**src/rtl/riscv_muxn_pkg.sv**
```systemverilog
// Shared types, constants and helpers for the N-input registered operand select.
// Optional 2-entry skid buffer is enabled by defining RISCV_MUXN_SKID_EN.
package riscv_muxn_pkg;

   typedef enum logic [1:0] {EMPTY, FULL, SKID} muxn_state_t;

   localparam logic ZERO = 1'b0;

   // Select width for n inputs; never narrower than one bit.
   function automatic int unsigned muxn_sel_w(input int unsigned n);
      return (n < 2) ? 32'd1 : 32'($clog2(n));
   endfunction

endpackage

```
**src/rtl/riscv_muxn_sel.sv**
```systemverilog
// Combinational N:1 selector; out-of-range select yields zero data and err set.
module riscv_muxn_sel
   import riscv_muxn_pkg::*;
#(
   parameter  int unsigned WIDTH  = 64,
   parameter  int unsigned NUM_IN = 4,
   localparam int unsigned SEL_W  = muxn_sel_w(NUM_IN)
) (
   input  logic [NUM_IN*WIDTH-1:0] data,
   input  logic [SEL_W-1:0]        sel,
   output logic [WIDTH-1:0]        sel_data_c,
   output logic                    err_c
);

   always_comb begin
      sel_data_c = {WIDTH{ZERO}};
      err_c      = 1'b1;
      for (int unsigned k = 0; k < NUM_IN; k++) begin
         if (32'(sel) == k) begin
            sel_data_c = data[k*WIDTH +: WIDTH];
            err_c      = 1'b0;
         end
      end
   end

endmodule

```
**src/rtl/riscv_muxn_pipe.sv**
```systemverilog
// N-input operand select with a registered valid/ready output stage and flush.
// Define RISCV_MUXN_SKID_EN for a 2-entry skid buffer with a registered o_riscv_muxn_ready.
module riscv_muxn_pipe
   import riscv_muxn_pkg::*;
#(
   parameter  int unsigned WIDTH  = 64,
   parameter  int unsigned NUM_IN = 4,
   localparam int unsigned SEL_W  = muxn_sel_w(NUM_IN)
) (
   input  logic                    i_riscv_muxn_clk,
   input  logic                    i_riscv_muxn_rstn,
   input  logic [NUM_IN*WIDTH-1:0] i_riscv_muxn_in,
   input  logic [SEL_W-1:0]        i_riscv_muxn_sel,
   input  logic                    i_riscv_muxn_valid,
   output logic                    o_riscv_muxn_ready,
   output logic [WIDTH-1:0]        o_riscv_muxn_out,
   output logic                    o_riscv_muxn_err,
   output logic                    o_riscv_muxn_valid,
   input  logic                    i_riscv_muxn_ready,
   input  logic                    i_riscv_muxn_flush
);

   logic [WIDTH-1:0] sel_data_c;
   logic             sel_err_c;
   logic             accept_c;
   logic             xfer_c;

   riscv_muxn_sel #(
      .WIDTH  (WIDTH),
      .NUM_IN (NUM_IN)
   ) u_sel (
      .data       (i_riscv_muxn_in),
      .sel        (i_riscv_muxn_sel),
      .sel_data_c (sel_data_c),
      .err_c      (sel_err_c)
   );

   assign accept_c = i_riscv_muxn_valid & o_riscv_muxn_ready;
   assign xfer_c   = o_riscv_muxn_valid & i_riscv_muxn_ready;

`ifdef RISCV_MUXN_SKID_EN
   muxn_state_t      state;
   logic [WIDTH-1:0] skid_data;
   logic             skid_err;

   // Skid FSM: the skid slot only fills while downstream stalls, so ready can be a flop.
   always_ff @(posedge i_riscv_muxn_clk or negedge i_riscv_muxn_rstn) begin
      if (!i_riscv_muxn_rstn) begin
         state              <= EMPTY;
         o_riscv_muxn_out   <= '0;
         o_riscv_muxn_err   <= 1'b0;
         o_riscv_muxn_valid <= 1'b0;
         o_riscv_muxn_ready <= 1'b1;
         skid_data          <= '0;
         skid_err           <= 1'b0;
      end else if (i_riscv_muxn_flush) begin
         state              <= EMPTY;
         o_riscv_muxn_valid <= 1'b0;
         o_riscv_muxn_ready <= 1'b1;
      end else begin
         case (state)
            EMPTY: begin
               if (accept_c) begin
                  state              <= FULL;
                  o_riscv_muxn_valid <= 1'b1;
                  o_riscv_muxn_out   <= sel_data_c;
                  o_riscv_muxn_err   <= sel_err_c;
               end
            end
            FULL: begin
               if (accept_c && xfer_c) begin
                  o_riscv_muxn_out <= sel_data_c;
                  o_riscv_muxn_err <= sel_err_c;
               end else if (accept_c) begin
                  state              <= SKID;
                  o_riscv_muxn_ready <= 1'b0;
                  skid_data          <= sel_data_c;
                  skid_err           <= sel_err_c;
               end else if (xfer_c) begin
                  state              <= EMPTY;
                  o_riscv_muxn_valid <= 1'b0;
               end
            end
            SKID: begin
               if (xfer_c) begin
                  state              <= FULL;
                  o_riscv_muxn_ready <= 1'b1;
                  o_riscv_muxn_out   <= skid_data;
                  o_riscv_muxn_err   <= skid_err;
               end
            end
            default: begin
               state              <= EMPTY;
               o_riscv_muxn_valid <= 1'b0;
               o_riscv_muxn_ready <= 1'b1;
            end
         endcase
      end
   end
`else
   // Single stage: a held item may be replaced on the same edge it drains.
   assign o_riscv_muxn_ready = ~o_riscv_muxn_valid | i_riscv_muxn_ready;

   always_ff @(posedge i_riscv_muxn_clk or negedge i_riscv_muxn_rstn) begin
      if (!i_riscv_muxn_rstn) begin
         o_riscv_muxn_out   <= '0;
         o_riscv_muxn_err   <= 1'b0;
         o_riscv_muxn_valid <= 1'b0;
      end else if (i_riscv_muxn_flush) begin
         o_riscv_muxn_valid <= 1'b0;
      end else if (accept_c) begin
         o_riscv_muxn_valid <= 1'b1;
         o_riscv_muxn_out   <= sel_data_c;
         o_riscv_muxn_err   <= sel_err_c;
      end else if (xfer_c) begin
         o_riscv_muxn_valid <= 1'b0;
      end
   end
`endif

endmodule

```
**config.mk**
```make
export PLATFORM = sky130hd
export DESIGN_NAME = riscv_muxn_pipe
export DESIGN_NICKNAME = d
export VERILOG_FILES = /design/src/rtl/riscv_muxn_pkg.sv /design/src/rtl/riscv_muxn_sel.sv /design/src/rtl/riscv_muxn_pipe.sv
export SDC_FILE = /design/constraint.sdc
export NUM_CORES = 1
export LEC_CHECK = 0
export BUFFER_PORTS_ARGS = -buffer_cell sky130_fd_sc_hd__buf_2
export CAP_MARGIN = 30
export CORE_AREA = 2 2 127 129
export CTS_BUF_LIST = sky130_fd_sc_hd__clkbuf_8 sky130_fd_sc_hd__clkbuf_16
export DETAILED_ROUTE_END_ITERATION = 8
export DIE_AREA = 0 0 129 131
export HOLD_SLACK_MARGIN = 0.03
export PLACE_DENSITY = 0.6
export SYNTH_ARGS = -nofsm -noshare
export SYNTH_HDL_FRONTEND = slang
export SYNTH_SLANG_ARGS = --single-unit
```
**constraint.sdc**
```tcl
create_clock -name i_riscv_muxn_clk -period 1.75 [get_ports i_riscv_muxn_clk]
set_input_delay 0.35 -clock i_riscv_muxn_clk [delete_from_list [all_inputs] [get_ports i_riscv_muxn_clk]]
set_output_delay 0.35 -clock i_riscv_muxn_clk [all_outputs]
set_load 0.01 [all_outputs]
```
==> out/qor.csv, run 1 <==
stage;metric;value;unit
route;drt-total-wl;12500;um
logic_synthesis;ys_warn_count;0;
place;port_buffers;329;
sta;fmax;610;MHz
final_layout;nets;818;
critical_path;critPathCaptureType;flop;
logic_synthesis;synthSimpleGateAreaFrac;0.00682;
floorplanning;dieArea;16900;um^2
sta;relSlewSlack;0.811;
min_path;hold_path_end;o_riscv_muxn_valid;
logic_synthesis;synth.mux.area_fraction;0.543;
logic_synthesis;synthXorXnorAreaFrac;0;
critical_path;critPathMaxStageDelay;0.38;ns
route;drtPass1Iterations;4;
cts;cts_root_buf;clkbuf_16;
cts;cts_tree;done;
power_and_ir_drop;irDropWorstVdd;0.475;mV
run;maxCapViolCount;0;
cts;clockBufferDepth;2;
final_layout;num_antenna_cells;0;
critical_path;crit_arrival;1.85;ns
logic_synthesis;syn_area;4040;um^2
floorplanning;die_w;129;um
route;ant_nets;0;
cts;clock-sinks;66;
route;viasPerCell;4.59;
min_path;min-delay-start;i_riscv_muxn_flush;
critical_path;ff2ff_path_depth;5;
logic_synthesis;ys_ff_latch;66;
power_and_ir_drop;cellPowerDensity;869;nW/um^2
outcome;status;complete, no violations;
sta;post-route-period-util;0.937;
power_and_ir_drop;p_leak;3.03;nW
final_layout;drive_above_1_share;0.863;
global_route;grt_pass1_vias;3726;
logic_synthesis;synthAdderAreaFrac;0;
sta;finalMaxSlewViolations;0;
route;drc;0;
cts;cts_buffers;9;
cts;clock_latency;0.33;ns
floorplanning;core;15600;um^2
logic_synthesis;syn_avg_cell_area;18.3;um^2
global_route;overflow;0;
sta;hold_viol;0;
final_layout;stdcell_area;6310;um^2
sta;worst_slew_pin_slew;0.283;ns
sta;setup_viol;0;
critical_path;timing_worst_setup_path_type;reg2reg;
critical_path;regToRegSetupSlack;0.11;ns
min_path;min_delay_path_depth;2;
sta;tns;0;ns
logic_synthesis;synth_top_family_by_area;multiplexers;
sta;final.setup_skew;0.00818;ns
floorplanning;die_h;131;um
logic_synthesis;syn_inst;221;
final_layout;syn2layout_area_growth;56.3;%
logic_synthesis;synth_compound_area_frac;0;
global_route;grt_pass1_wl;18500;um
power_and_ir_drop;fin_total_pwr;5.49;mW
route;vias;3564;
critical_path;crit_path_top_delay_cell;dfrtp_1;
global_route;antenna_found_initial;0;
critical_path;crit_chain;nor2b_1 -> nor3b_2 -> buf_4 -> buf_12 -> mux2_2;
floorplanning;io_pins;330;
global_route;grt_max_degree;34;
logic_synthesis;yosysSeqAreaShare;0.409;
logic_synthesis;synth_fp_nets;484;
final_layout;fin_cells;776;
sta;rsz0062_at_grt;no;
critical_path;critPathMaxFanout;32;
cts;ctsResizeCount;0;
place;place_area;5990;um^2
floorplanning;num_rows;46;
route;routedWlPerCell;16.2;um
place;gp_congestion;0.847;
cts;h-tree-depth;3;
critical_path;required;1.96;ns
critical_path;r2r-end;o_riscv_muxn_out[44];
critical_path;crit_path_start_kind;flop;
global_route;grt_usage;0.144;
sta;period_minus_slack;1.64;ns
final_layout;nFillCells;1516;
final_layout;finalCoreUtilization;0.405;
route;first_iter_violations;103;
place;place_hpwl;10400;um
floorplanning;start_util;0.259;
cts;path_clk_slew;0.06;ns
place;dp.cells;758;
min_path;hp-class;in2reg;
logic_synthesis;synth_cell_type_count;13;
critical_path;r2r-start;o_riscv_muxn_valid;
==> cells in the final DEF (no fill, tap or decap) <==
cell type        n
buf_12           7
buf_2          327
buf_4            9
bufinv_16        1
clkbuf_16        9
clkbuf_8         2
clkinv_2         1
clkinvlp_4       2
dfrtp_1         66
dlygate4sd3_1    1
inv_1            2
mux2_2          60
mux2_4           4
mux4_1           4
mux4_2          60
nor2_1           2
nor2b_1          2
nor3b_2          1
==> how the worst max path moves through the flow <==
stage	startpoint	end
global placement	i_riscv_muxn_sel[0]	o_riscv_muxn_out[40]
global route	o_riscv_muxn_valid	o_riscv_muxn_out[30]
finish	o_riscv_muxn_valid	o_riscv_muxn_out[44]
CTS	o_riscv_muxn_valid	o_riscv_muxn_out[44]
detailed placement	i_riscv_muxn_sel[0]	o_riscv_muxn_out[33]
floorplan	o_riscv_muxn_valid	o_riscv_muxn_out[0]
==> sequential cells by signal, indices dropped and copies added, names as in the netlist <==
signal and cells:
o_riscv_muxn_err 1, o_riscv_muxn_out 64, o_riscv_muxn_valid 1
==> power breakdown <==
group          switching, mW  leakage, nW  internal [mW]  total [mW]
Sequential             0.160        0.779           1.85        2.01
Clock                  0.669        0.149           1.17        1.84
Combinational          0.666         2.10          0.964        1.63
==> layout make-up <==
| class | count | area [um^2] | share of cell area |
|---|---|---|---|
| clock buffers | 11 | 253 | 0.0400 |
| clock inverters | 5 | 53.8 | 0.00852 |
| inverters | 1 | 3.75 | 0.000595 |
| well taps | 216 | 270 | 0.0428 |
| flip-flops and latches | 66 | 1650 | 0.262 |
| repair buffers | 344 | 1850 | 0.294 |
| multi-input cells | 133 | 2220 | 0.352 |
==> routing by layer <==
metal	part of all wire	GRT usage	routed length, um	vias to the layer above
met3	0.071	0.0338	893	21
met1	0.35	0.154	4420	1777
met5	0	0	0	-
met4	0.024	0.0627	300	0
met2	0.55	0.270	6920	180
li1	-	-	-	1586
==> critical path: cells and delay by family (launching register included) <==
kind / cells / cell delay, ns
muxes: 1 / 0.36
and+or+nand+nor: 2 / 0.37
buffers and inverters: 2 / 0.37
DFF: 1 / 0.38
==> stage by stage <==
stage | worst slack [ns] | hold slack [ns]
after global placement | 0.0541 | 0.257
after global routing | 0.0494 | 0.178
after detailed placement | 0.0138 | 0.255
after CTS | 0.0722 | 0.171
after floorplan | 0.169 | 0.0544
final | 0.110 | 0.191
==> cell families (layout without fill, tap and decap cells) <==
logic type / after synthesis / in the layout
buf+inv: 22 / 361
flops: 66 / 66
mux: 128 / 128
simple gates: 5 / 5
==> timing repair <==
item | in CTS | in global routing
buffers inserted | 0 | 1
hold endpoints to repair | 18 | 0
setup endpoints to repair | 0 | 9
hold buffers | 1 | 0
==> Yosys cell counts <==
library cell	n	area [um^2]
clkbuf_1	1	3.75
dfrtp_1	66	1650
buf_6	7	78.8
mux4_2	60	1350
mux2_4	4	60.1
nor3b_1	1	7.51
mux4_1	4	105
mux2_2	60	676
buf_2	7	35.0
inv_1	1	3.75
nor2b_1	2	12.5
buf_4	6	45.0
nor2_1	2	7.51
(Power assumes the default switching activity.)
==> inputs of run 2 (changes only) <==
--- a/config.mk
+++ b/config.mk
@@ -12,6 +12,7 @@
 export DETAILED_ROUTE_END_ITERATION = 8
 export DIE_AREA = 0 0 129 131
 export HOLD_SLACK_MARGIN = 0.03
+export MAX_ROUTING_LAYER = met4
 export PLACE_DENSITY = 0.6
 export SYNTH_ARGS = -nofsm -noshare
 export SYNTH_HDL_FRONTEND = slang
==> out/qor.csv, run 2 (synthesized netlist as in run 1, its figures left out) <==
stage;metric;value;unit;change
final_layout;syn2layout_area_growth;56.3;%;unchanged
sta;rsz0062_at_grt;no;;
run;maxCapViolCount;0;;unchanged
final_layout;nFillCells;1516;;unchanged
sta;period_minus_slack;1.64;ns;-0.00219 ns
outcome;status;complete, no violations;;
min_path;hp-class;in2reg;;
floorplanning;dieArea;16900;um^2;unchanged
critical_path;required;1.96;ns;about the same
floorplanning;io_pins;330;;unchanged
final_layout;nets;818;;unchanged
global_route;grt_pass1_wl;18500;um;about the same
cts;clock-sinks;66;;unchanged
sta;tns;0;ns;unchanged
floorplanning;num_rows;46;;unchanged
cts;h-tree-depth;3;;unchanged
floorplanning;die_h;131;um;unchanged
power_and_ir_drop;cellPowerDensity;869;nW/um^2;about the same
critical_path;crit_chain;nor2b_1 -> nor3b_2 -> buf_4 -> buf_12 -> mux2_2;;
final_layout;multi_input_comb_area;2220;um^2;unchanged
route;drc;0;;unchanged
route;ant_nets;0;;unchanged
critical_path;startpoint;o_riscv_muxn_valid;;
cts;clockBufferDepth;2;;unchanged
cts;clock_latency;0.33;ns;about the same
place;place_area;5990;um^2;unchanged
final_layout;layout_commonest_cell;buf_2;;
floorplanning;die_w;129;um;unchanged
route;viasPerCell;4.59;;about the same
cts;ctsResizeCount;0;;unchanged
place;port_buffers;329;;unchanged
min_path;min-delay-start;i_riscv_muxn_flush;;
route;drtPass1Iterations;4;;unchanged
sta;hold_viol;0;;unchanged
critical_path;crit_arrival;1.85;ns;about the same
global_route;overflow;0;;unchanged
critical_path;r2r-start;o_riscv_muxn_valid;;
cts;path_clk_slew;0.06;ns;about the same
floorplanning;start_util;0.259;;unchanged
cts;cts_tree;done;;
final_layout;stdcell_area;6310;um^2;unchanged
final_layout;regArea;1650;um^2;unchanged
floorplanning;core;15600;um^2;unchanged
power_and_ir_drop;irDropWorstVdd;0.475;mV;about the same
place;gp_congestion;0.860;;+1.6%
sta;worst_slew_pin_slew;0.283;ns;unchanged
route;vias;3562;;-0.056%
critical_path;critPathCaptureType;flop;;
final_layout;final_cell_mix;327 x buf_2, 66 x dfrtp_1, 60 x mux4_2, 60 x mux2_2;;
sta;setup_viol;0;;unchanged
sta;relSlewSlack;0.811;;unchanged
critical_path;critPathMaxStageDelay;0.38;ns;about the same
critical_path;critPathMaxFanout;32;;unchanged
final_layout;regMostFlops;o_riscv_muxn_out;;
global_route;grt_pass1_vias;3724;;-0.054%
sta;finalMaxSlewViolations;0;;unchanged
global_route;grt_usage;0.148;;+0.00439
critical_path;timing_worst_setup_path_type;reg2reg;;
final_layout;drive_above_1_share;0.863;;unchanged
route;drt-total-wl;12500;um;+0.10%
global_route;grt_max_degree;34;;unchanged
cts;cts_buffers;9;;unchanged
route;first_iter_violations;110;;+6.8%
sta;post-route-period-util;0.936;;-0.00125
final_layout;num_antenna_cells;0;;unchanged
place;place_hpwl;10400;um;unchanged
final_layout;largestRegisters;o_riscv_muxn_out (64), o_riscv_muxn_err (1), o_riscv_muxn_valid (1);;
final_layout;largest_reg_flops;64;;unchanged
cts;cts_root_buf;clkbuf_16;;
route;routedWlPerCell;16.2;um;+0.10%
global_route;antenna_found_initial;0;;unchanged
critical_path;path_delay_family;flip-flops;;
critical_path;crit_path_start_kind;flop;;
power_and_ir_drop;p_leak;3.03;nW;unchanged
critical_path;crit_path_top_delay_cell;dfrtp_1;;
sta;fmax;611;MHz;+0.13%
sta;final.setup_skew;0.00818;ns;-0.00000180 ns
critical_path;critPathBufInv;2;;unchanged
-- run 2: cell counts in the layout (fill, tap and decap cells not counted) --
Identical to the previous run, type by type.
-- run 2: worst paths after layout --
check | to | cells after the start | slack, ns
hold / removal | o_riscv_muxn_valid | 2 | 0.19
hold reg to reg | o_riscv_muxn_err | 1 | 0.50
setup / recovery | o_riscv_muxn_out[44] | 5 | 0.11
setup reg to reg | o_riscv_muxn_out[44] | 5 | 0.11
max in group asynchronous | o_riscv_muxn_out[44] | 3 | 0.75
min in group asynchronous | o_riscv_muxn_out[10] | 2 | 0.45
-- run 2: cell type report --
type,count,share of cell area
multi-input cells,133,0.352
repair buffers,344,0.294
flip-flops and latches,66,0.262
well taps,216,0.0428
clock buffers,11,0.0400
clock inverters,5,0.00852
inverters,1,0.000595
-- run 2: where the power goes --
part | total [mW] | switching [mW] | internal [mW]
Combinational | 1.63 | 0.667 | 0.964
Clock | 1.84 | 0.669 | 1.17
Sequential | 2.01 | 0.160 | 1.85
Total | 5.49 | 1.50 | 3.99
-- run 2: routing by layer --
| metal | track usage | wire, um |
|---|---|---|
| met1 | 0.156 | 4470 |
| met2 | 0.270 | 6950 |
| met3 | 0.0301 | 844 |
| met4 | 0.0627 | 284 |
| met5 | - | 0 |
-- run 2: what timing repair did --
item / 4_1_cts / 5_1_grt
endpoints found under the hold margin: 18 / 0
hold buffers: 1 / 0
setup buffers: 0 / 1
setup endpoints to repair: 0 / 9
-- run 2: worst reg2reg max path, delay by kind of cell, from the launching register on --
family                 cells  cell delay [ns]
AND/OR/NAND/NOR            2             0.37
buffers and inverters      2             0.38
multiplexers               1             0.39
flip-flops                 1             0.38
-- run 2: through the flow --
stage / cells / hold slack, ns / utilization / worst slack [ns] / power, mW
after floorplan: 221 / 0.0544 / - / 0.169 / 2.88
after global placement: 758 / 0.257 / 0.384 / 0.0541 / 3.64
after detailed placement: 758 / 0.255 / 0.384 / 0.0138 / 3.70
after CTS: 775 / 0.171 / 0.404 / 0.0722 / 5.59
after global routing: 776 / 0.178 / 0.405 / 0.0494 / 5.82
final: 776 / 0.191 / 0.405 / 0.112 / 5.49
